`config.mk`:
```
export PLATFORM = sky130hd
export DESIGN_NAME = mem_port_arbiter
export DESIGN_NICKNAME = d
export VERILOG_FILES = /design/src/rtl/mem_port_arbiter_pkg.sv /design/src/rtl/mem_port_arbiter_sat_counter.sv /design/src/rtl/mem_port_arbiter.sv
export SDC_FILE = /design/constraint.sdc
export NUM_CORES = 1
export LEC_CHECK = 0
export ABC_AREA = 1
export CORE_AREA = 2 2 134 136
export CTS_CLUSTER_SIZE = 24
export DETAILED_ROUTE_END_ITERATION = 8
export DIE_AREA = 0 0 136 138
export GPL_ROUTABILITY_DRIVEN = 0
export PLACE_DENSITY = 0.86
export SYNTH_ARGS = -nofsm -noshare
export SYNTH_HDL_FRONTEND = slang
export SYNTH_SLANG_ARGS = --single-unit
```
`constraint.sdc`:
```
create_clock -name clk -period 1.7 [get_ports clk]
set_input_delay 0.255 -clock clk [delete_from_list [all_inputs] [get_ports clk]]
set_output_delay 0.255 -clock clk [all_outputs]
set_load 0.01 [all_outputs]
```
`src/rtl/mem_port_arbiter_pkg.sv`:
```
// mem_port_arbiter_pkg
// Shared definitions for the unified memory port arbiter:
//   - arb_state_t : arbiter FSM state encoding
//   - AW_DEFAULT / DW_DEFAULT : default address and data widths
//   - REQ_IF / REQ_D : requester identifiers (fetch, data)
package mem_port_arbiter_pkg;

    localparam int AW_DEFAULT = 32;
    localparam int DW_DEFAULT = 32;

    localparam logic REQ_IF = 1'b0;
    localparam logic REQ_D  = 1'b1;

    typedef enum logic [2:0] {
        IDLE    = 3'd0,
        ISSUE_I = 3'd1,
        ISSUE_D = 3'd2,
        WAIT_I  = 3'd3,
        WAIT_D  = 3'd4,
        DROP    = 3'd5
    } arb_state_t;

endpackage

```
`src/rtl/mem_port_arbiter_sat_counter.sv`:
```
// sat_counter
// Saturating incrementer. The count sticks at all-ones instead of wrapping.
// Ports:
//   clk    : clock
//   reset  : synchronous, active-low; clears the count
//   inc    : increment enable for this cycle
//   count  : current count
module sat_counter #(
    parameter int W = 32
) (
    input  logic         clk,
    input  logic         reset,
    input  logic         inc,
    output logic [W-1:0] count
);

    always_ff @(posedge clk) begin
        if (!reset) begin
            count <= '0;
        end else if (inc && (count != '1)) begin
            count <= count + 1'b1;
        end
    end

endmodule

```
`src/rtl/mem_port_arbiter.sv`:
```
// mem_port_arbiter
// Shares one req/gnt/rvalid memory port between instruction fetch (IF) and
// the Memory stage (D). One transaction is outstanding at a time; D wins a
// simultaneous request. Fetch responses killed by a taken branch are dropped.
//
// Handshakes:
//   if_req / d_req are levels held by the requester until the matching
//   x_valid pulse; x_valid is a one-cycle pulse in the cycle mem_rvalid
//   arrives. Downstream, mem_req rises with stable fields and is held until
//   the cycle mem_gnt is seen; exactly one mem_rvalid follows each grant.
//
// Ports:
//   clk, reset                    : clock, synchronous active-low reset
//   if_req, if_addr, if_flush     : fetch request and branch kill
//   if_rdata, if_valid            : fetch response
//   d_req, d_we, d_addr, d_wdata, d_be : data request
//   d_rdata, d_valid              : load data / store acknowledge
//   stall_if, stall_d             : requester is waiting
//   mem_req..mem_be, mem_gnt      : downstream request channel
//   mem_rvalid, mem_rdata         : downstream response channel
//   perf_conflict, perf_wait      : performance counters
//   dbg_state                     : current FSM state
//
// Configuration: define MEMARB_PERF_CNT_EN to build the performance counters;
// otherwise perf_conflict and perf_wait read as zero.
import mem_port_arbiter_pkg::*;

module mem_port_arbiter #(
    parameter int AW = AW_DEFAULT,
    parameter int DW = DW_DEFAULT
) (
    input  logic            clk,
    input  logic            reset,

    input  logic            if_req,
    input  logic [AW-1:0]   if_addr,
    input  logic            if_flush,
    output logic [DW-1:0]   if_rdata,
    output logic            if_valid,

    input  logic            d_req,
    input  logic            d_we,
    input  logic [AW-1:0]   d_addr,
    input  logic [DW-1:0]   d_wdata,
    input  logic [DW/8-1:0] d_be,
    output logic [DW-1:0]   d_rdata,
    output logic            d_valid,

    output logic            stall_if,
    output logic            stall_d,

    output logic            mem_req,
    output logic            mem_we,
    output logic [AW-1:0]   mem_addr,
    output logic [DW-1:0]   mem_wdata,
    output logic [DW/8-1:0] mem_be,
    input  logic            mem_gnt,
    input  logic            mem_rvalid,
    input  logic [DW-1:0]   mem_rdata,

    output logic [31:0]     perf_conflict,
    output logic [31:0]     perf_wait,

    output arb_state_t      dbg_state
);

    arb_state_t    state;
    logic          flush_pend;   // flush seen while the fetch awaits its grant
    logic [DW-1:0] if_rdata_q;
    logic [DW-1:0] d_rdata_q;

    // Responses are forwarded in the same cycle as mem_rvalid. A flush that
    // coincides with the fetch response suppresses it.
    assign if_valid = (state == WAIT_I) && mem_rvalid && !if_flush;
    assign d_valid  = (state == WAIT_D) && mem_rvalid;

    // Data passes straight through on the valid cycle, then the held copy
    // keeps the last delivered value visible.
    assign if_rdata = if_valid ? mem_rdata : if_rdata_q;
    assign d_rdata  = d_valid  ? mem_rdata : d_rdata_q;

    assign stall_if = if_req && !if_valid;
    assign stall_d  = d_req  && !d_valid;

    assign dbg_state = state;

    always_ff @(posedge clk) begin
        if (!reset) begin
            state      <= IDLE;
            flush_pend <= 1'b0;
            mem_req    <= 1'b0;
            mem_we     <= 1'b0;
            mem_addr   <= '0;
            mem_wdata  <= '0;
            mem_be     <= '0;
            if_rdata_q <= '0;
            d_rdata_q  <= '0;
        end else begin
            if (if_valid) if_rdata_q <= mem_rdata;
            if (d_valid)  d_rdata_q  <= mem_rdata;

            case (state)
                IDLE: begin
                    flush_pend <= 1'b0;
                    if (d_req) begin
                        mem_req   <= 1'b1;
                        mem_we    <= d_we;
                        mem_addr  <= d_addr;
                        mem_wdata <= d_wdata;
                        mem_be    <= d_be;
                        state     <= ISSUE_D;
                    end else if (if_req) begin
                        // Fetches are always full-word reads.
                        mem_req   <= 1'b1;
                        mem_we    <= 1'b0;
                        mem_addr  <= if_addr;
                        mem_wdata <= '0;
                        mem_be    <= '1;
                        state     <= ISSUE_I;
                    end
                end

                ISSUE_I: begin
                    // The request cannot be withdrawn once presented, so a
                    // flush is remembered and the response dropped later.
                    if (mem_gnt) begin
                        mem_req    <= 1'b0;
                        flush_pend <= 1'b0;
                        state      <= (flush_pend || if_flush) ? DROP : WAIT_I;
                    end else if (if_flush) begin
                        flush_pend <= 1'b1;
                    end
                end

                ISSUE_D: begin
                    if (mem_gnt) begin
                        mem_req <= 1'b0;
                        state   <= WAIT_D;
                    end
                end

                WAIT_I: begin
                    if (mem_rvalid) begin
                        state <= IDLE;
                    end else if (if_flush) begin
                        state <= DROP;
                    end
                end

                WAIT_D: begin
                    if (mem_rvalid) state <= IDLE;
                end

                DROP: begin
                    if (mem_rvalid) state <= IDLE;
                end

                default: begin
                    state   <= IDLE;
                    mem_req <= 1'b0;
                end
            endcase
        end
    end

`ifdef MEMARB_PERF_CNT_EN
    logic conflict_inc;
    logic wait_inc;

    assign conflict_inc = (state == IDLE) && if_req && d_req;
    assign wait_inc     = stall_if || stall_d;

    sat_counter #(.W(32)) u_conflict_cnt (
        .clk   (clk),
        .reset (reset),
        .inc   (conflict_inc),
        .count (perf_conflict)
    );

    sat_counter #(.W(32)) u_wait_cnt (
        .clk   (clk),
        .reset (reset),
        .inc   (wait_inc),
        .count (perf_wait)
    );
`else
    assign perf_conflict = '0;
    assign perf_wait     = '0;
`endif

endmodule

```
[Word-level counts from Yosys, hierarchy flattened]
Cells that the tools add are included.
Storage, ports and cells
  word-level logic and storage cells: 67
  register bits: 138
  input bits: 140
Operators by class
  bitwise logic cells: 1
  reduce and logical (&&, ||, !) cells: 19
  muxes and demuxes: 26
  equality and inequality tests: 12
Operators with widths (number)
  2-to-1 mux 32 bit: 6
  2-to-1 mux 3 bit: 8
  case mux 3 bit (5 select lines): 1
  != test 3 bit (second input constant): 3
  2-to-1 mux 4 bit: 2
  2-to-1 mux 1 bit: 7
  == test 3 x 2 -> 1 bit (second input constant): 2
  == test 3 bit (second input constant): 2
  logical AND 1 bit: 5
  AND reduction 5 bit: 1
  != test 2 x 1 -> 1 bit (second input constant): 2
  != test 2 bit (second input constant): 2
  AND reduction 2 bit: 2
  nonzero test 2 bit: 2
  OR reduction 2 bit: 2
  == test 3 x 1 -> 1 bit (second input constant): 1
  zero test 1 bit: 3
  zero test 3 bit: 1
  case mux 1 bit (3 select lines): 1
  AND reduction 3 bit: 1
  OR reduction 3 bit: 1
  case mux 1 bit (2 select lines): 1
  logical OR 1 bit: 1
  NOT 1 bit: 1

[Logic depth before layout (Yosys ltp)]
  depth after elaboration: 5
  depth in mapped cells: 8
  mapped depth without buffers: 8

[Least setup slack after synthesis]
Ideal clock, no wire load.
  path kind: register to output
  from: register state[1] (netlist: dbg_state[1])
  to: output port d_rdata[23]
  buffers on the path: 1
  arrival time: 1.363 ns
  slack: 0.082 ns
  cell stages (with the launch flop): 8
  cell sequence: dfxtp_1 > nor2_4 > nand3_2 > inv_2 > buf_2 > or2_2 > o21ai_0 > inv_1
Between the ends
  word-level cells in the longest chain between the ends: 3
RTL lines
  start: declaration: line mem_port_arbiter.sv:67  | arb_state_t state;
  start signal: assignment: line mem_port_arbiter.sv:129  | state <= (flush_pend || if_flush) ? DROP : WAIT_I;
  == test 3 bit: line mem_port_arbiter.sv:75  | assign d_valid = (state == WAIT_D) && mem_rvalid;
  logical AND 1 bit: line mem_port_arbiter.sv:75
  net d_valid: line mem_port_arbiter.sv:47  | output logic d_valid,
  2-to-1 mux 32 bit
  end: declaration: line mem_port_arbiter.sv:46  | output logic [DW-1:0] d_rdata,
The timed path passes the listed nets, and every way through them passes these cells.

[Worst setup path after layout]
  from: register state[1] (netlist: dbg_state[1])
  to: output port d_rdata[26]
Between the ends
  word-level cells in the longest chain between the ends: 3
RTL lines (line)
  == test 3 bit: mem_port_arbiter.sv:75
  logical AND 1 bit: mem_port_arbiter.sv:75
  2-to-1 mux 32 bit
No other way between the ends.

==> results.txt <==
HP Class: input pin to flop
Max Buffers Root-to-Sink: 2
dpl hpwl: 13.90 mm
CP Data Arrival Time: 1.85 ns
sequential cell area fraction in the yosys report: 0.4405
I/O Pins: 345
status: complete, but fails checks
Highest Clock Rate: 474.8 MHz
CP Launch Type: flop
share of the synthesized area in the top cell type: 0.4405
setup ws final: -0.4063 ns
Core Footprint: 17,530 um^2
Wirelength per Cell: 17.74 um
pre-CTS setup slack: -0.6699 ns
initial antenna violation count: 1
crit path max fanout: 5
area leader, netlist: dfxtp_1
area delta synth->final: 92.78%
failing checks: negative setup slack
CP endpoint kind: primary output
CTS tree: built
Die Y: 138 um
pins over their slew limit: 0
Max VDD drop: 0.0008002 V
Via density: 4.854
Layout Skew: 0.006618 ns
clk root buf: clkbuf_16
Post-Synthesis Cell Area: 6272 um^2
largest net degree at the start of global routing: 70
Iter 0 DRT Violations: 389
Die X-Extent: 136 um
period utilization: 1.239
commonest non-fill, non-tap cell in the layout: clkdlybuf4s50_1
RSZ-0062 raised after global routing: true
Port Buffers: 280
Clock transition at path regs: 0.06 ns
total power: 17.49 mW
Placed Area: 9538 um^2
GR Overflow Total: 0
critical path class: flop to primary output
share of layout cells above drive strength 1: 0.3922
row cnt: 49
commonest non-fill, non-tap cells in the layout: clkdlybuf4s50_1, dfxtp_1, nor2_1
Max Cap Viol: 0
first-pass GRT wire length: 33.71 mm
Period minus WS final: 2.106 ns
Routed WL: 25.79 mm
# setup viols final: 141
clk_lat worst skew: 0.41 ns
die outline area: 18,770 um^2
vias in the first global route: 6,671
synth top area cells: dfxtp_1, buf_4, nand2_1
power density over the cells: 1447 nW/um^2
vias after detailed routing: 7,057
Finished Cell Area: 12,090 um^2
Hold Buf Count CTS: 0
synthesis-stage register bit count: 138
synth warn: 0
nets@finish: 1,351
post-route ant nets: 0
library cells used by synthesis: 28
H-tree levels: 4
leakage: 5.899 nW
Inst Count DP: 1,350
post-route DRC violation count: 0
Hold Fails Final Rpt: 0
CP Data Required Time: 1.44 ns
Initial Util: 0.3577
syn avg cell area: 7.630 um^2
Sink Count: 138
first-pass iteration count of the detailed router: 4
Mapped Cells: 822
GRT Util Overall: 0.2265
Non-Filler Instances: 1,454
CTS Buf Count: 17
-- synth_stat cells --
library cell	number
nor2_4	2
buf_6	2
or2_0	11
o21ai_0	32
o21ai_1	38
a21oi_2	1
nand3_4	1
inv_2	6
nor2_1	92
nand3_1	75
inv_1	73
or2_1	1
buf_1	2
dfxtp_1	138
buf_2	8
o211ai_1	1
conb_1	1
nand3_2	1
clkbuf_1	28
nand4_1	1
nand2_1	111
buf_4	73
o211a_1	32
a21oi_1	35
nand2_2	2
clkbuf_2	2
o21a_1	1
or2_2	52
-- timing repair --
item,CTS,global route
setup buffers,34,20
gates cloned,6,19
pin swaps,1,34
endpoints found under the setup margin,71,136
resized for setup,456,211
-- registers in the layout, summed over array words and instances, names as in the netlist --
register / count
mem_be: 4
mem_we: 1
mem_wdata: 32
d_rdata_q: 32
flush_pend: 1
dbg_state: 3
mem_req: 1
if_rdata_q: 32
mem_addr: 32
-- routing by layer --
metal,global-route usage,wire [um],vias to the layer above
li1,-,-,3281
met1,0.2507,9844,3369
met2,0.4044,13410,335
met3,0.04730,1542,72
met4,0.1146,992,0
met5,0,0,-
-- path summary, 6_finish.rpt --
| path | cells after the start | slack (ns) | to | start |
|---|---|---|---|---|
| worst max-delay path | 9 | -0.41 | d_rdata[26] | dbg_state[1]$_SDFFE_PN0P_ |
| worst min register to register | 2 | 0.46 | mem_wdata[15]$_SDFFE_PN0P_ | mem_wdata[15]$_SDFFE_PN0P_ |
| worst max register to register | 14 | -0.36 | mem_addr[17]$_SDFFE_PN0P_ | dbg_state[1]$_SDFFE_PN0P_ |
| worst min-delay path | 3 | 0.41 | mem_wdata[10]$_SDFFE_PN0P_ | d_wdata[10] |
-- cell type report --
cell class | instances | area (um^2)
Fill cell | 1214 | 5443
Timing Repair Buffer | 422 | 4433
Multi-Input combinational cell | 553 | 3717
Sequential cell | 138 | 2771
Clock buffer | 18 | 439.2
Inverter | 79 | 329.1
Tap cell | 229 | 286.5
Clock inverter | 14 | 112.6
Antenna cell | 1 | 2.502
-- per-stage QoR --
step / setup TNS (ns) / util / hold WS [ns]
CTS: -18.77 / 0.6157 / 0.3825
global placement: -43.06 / 0.5440 / 0.4500
floorplan: 0 / - / 0.3899
finish: -40.42 / 0.6896 / 0.4094
detailed placement: -44.44 / 0.5440 / 0.4535
global route: -49.44 / 0.6896 / 0.4038
-- power breakdown --
group / internal (mW) / switching, mW
clock network: 1.94 / 1.55
registers: 3.90 / 0.376
logic: 5.30 / 4.43
-- kinds of logic after synthesis --
kind of cell | count (synthesis) | synth area share
and+or+nand+nor | 349 | 0.2561
buffers and inverters | 194 | 0.1642
AOI/OAI and AO/OA | 140 | 0.1386
DFF | 138 | 0.4405
other | 1 | 0.0005979
-- critical path, stage by stage, from the launching register on --
cell and delay [ns]:
dfxtp_4 0.38, nor2_4 0.06, nand3_4 0.11, clkinv_8 0.11, buf_12 0.15, buf_16 0.13
or2_4 0.23, o21ai_2 0.08, inv_1 0.05, buf_2 0.14
(Power assumes the default switching activity.)
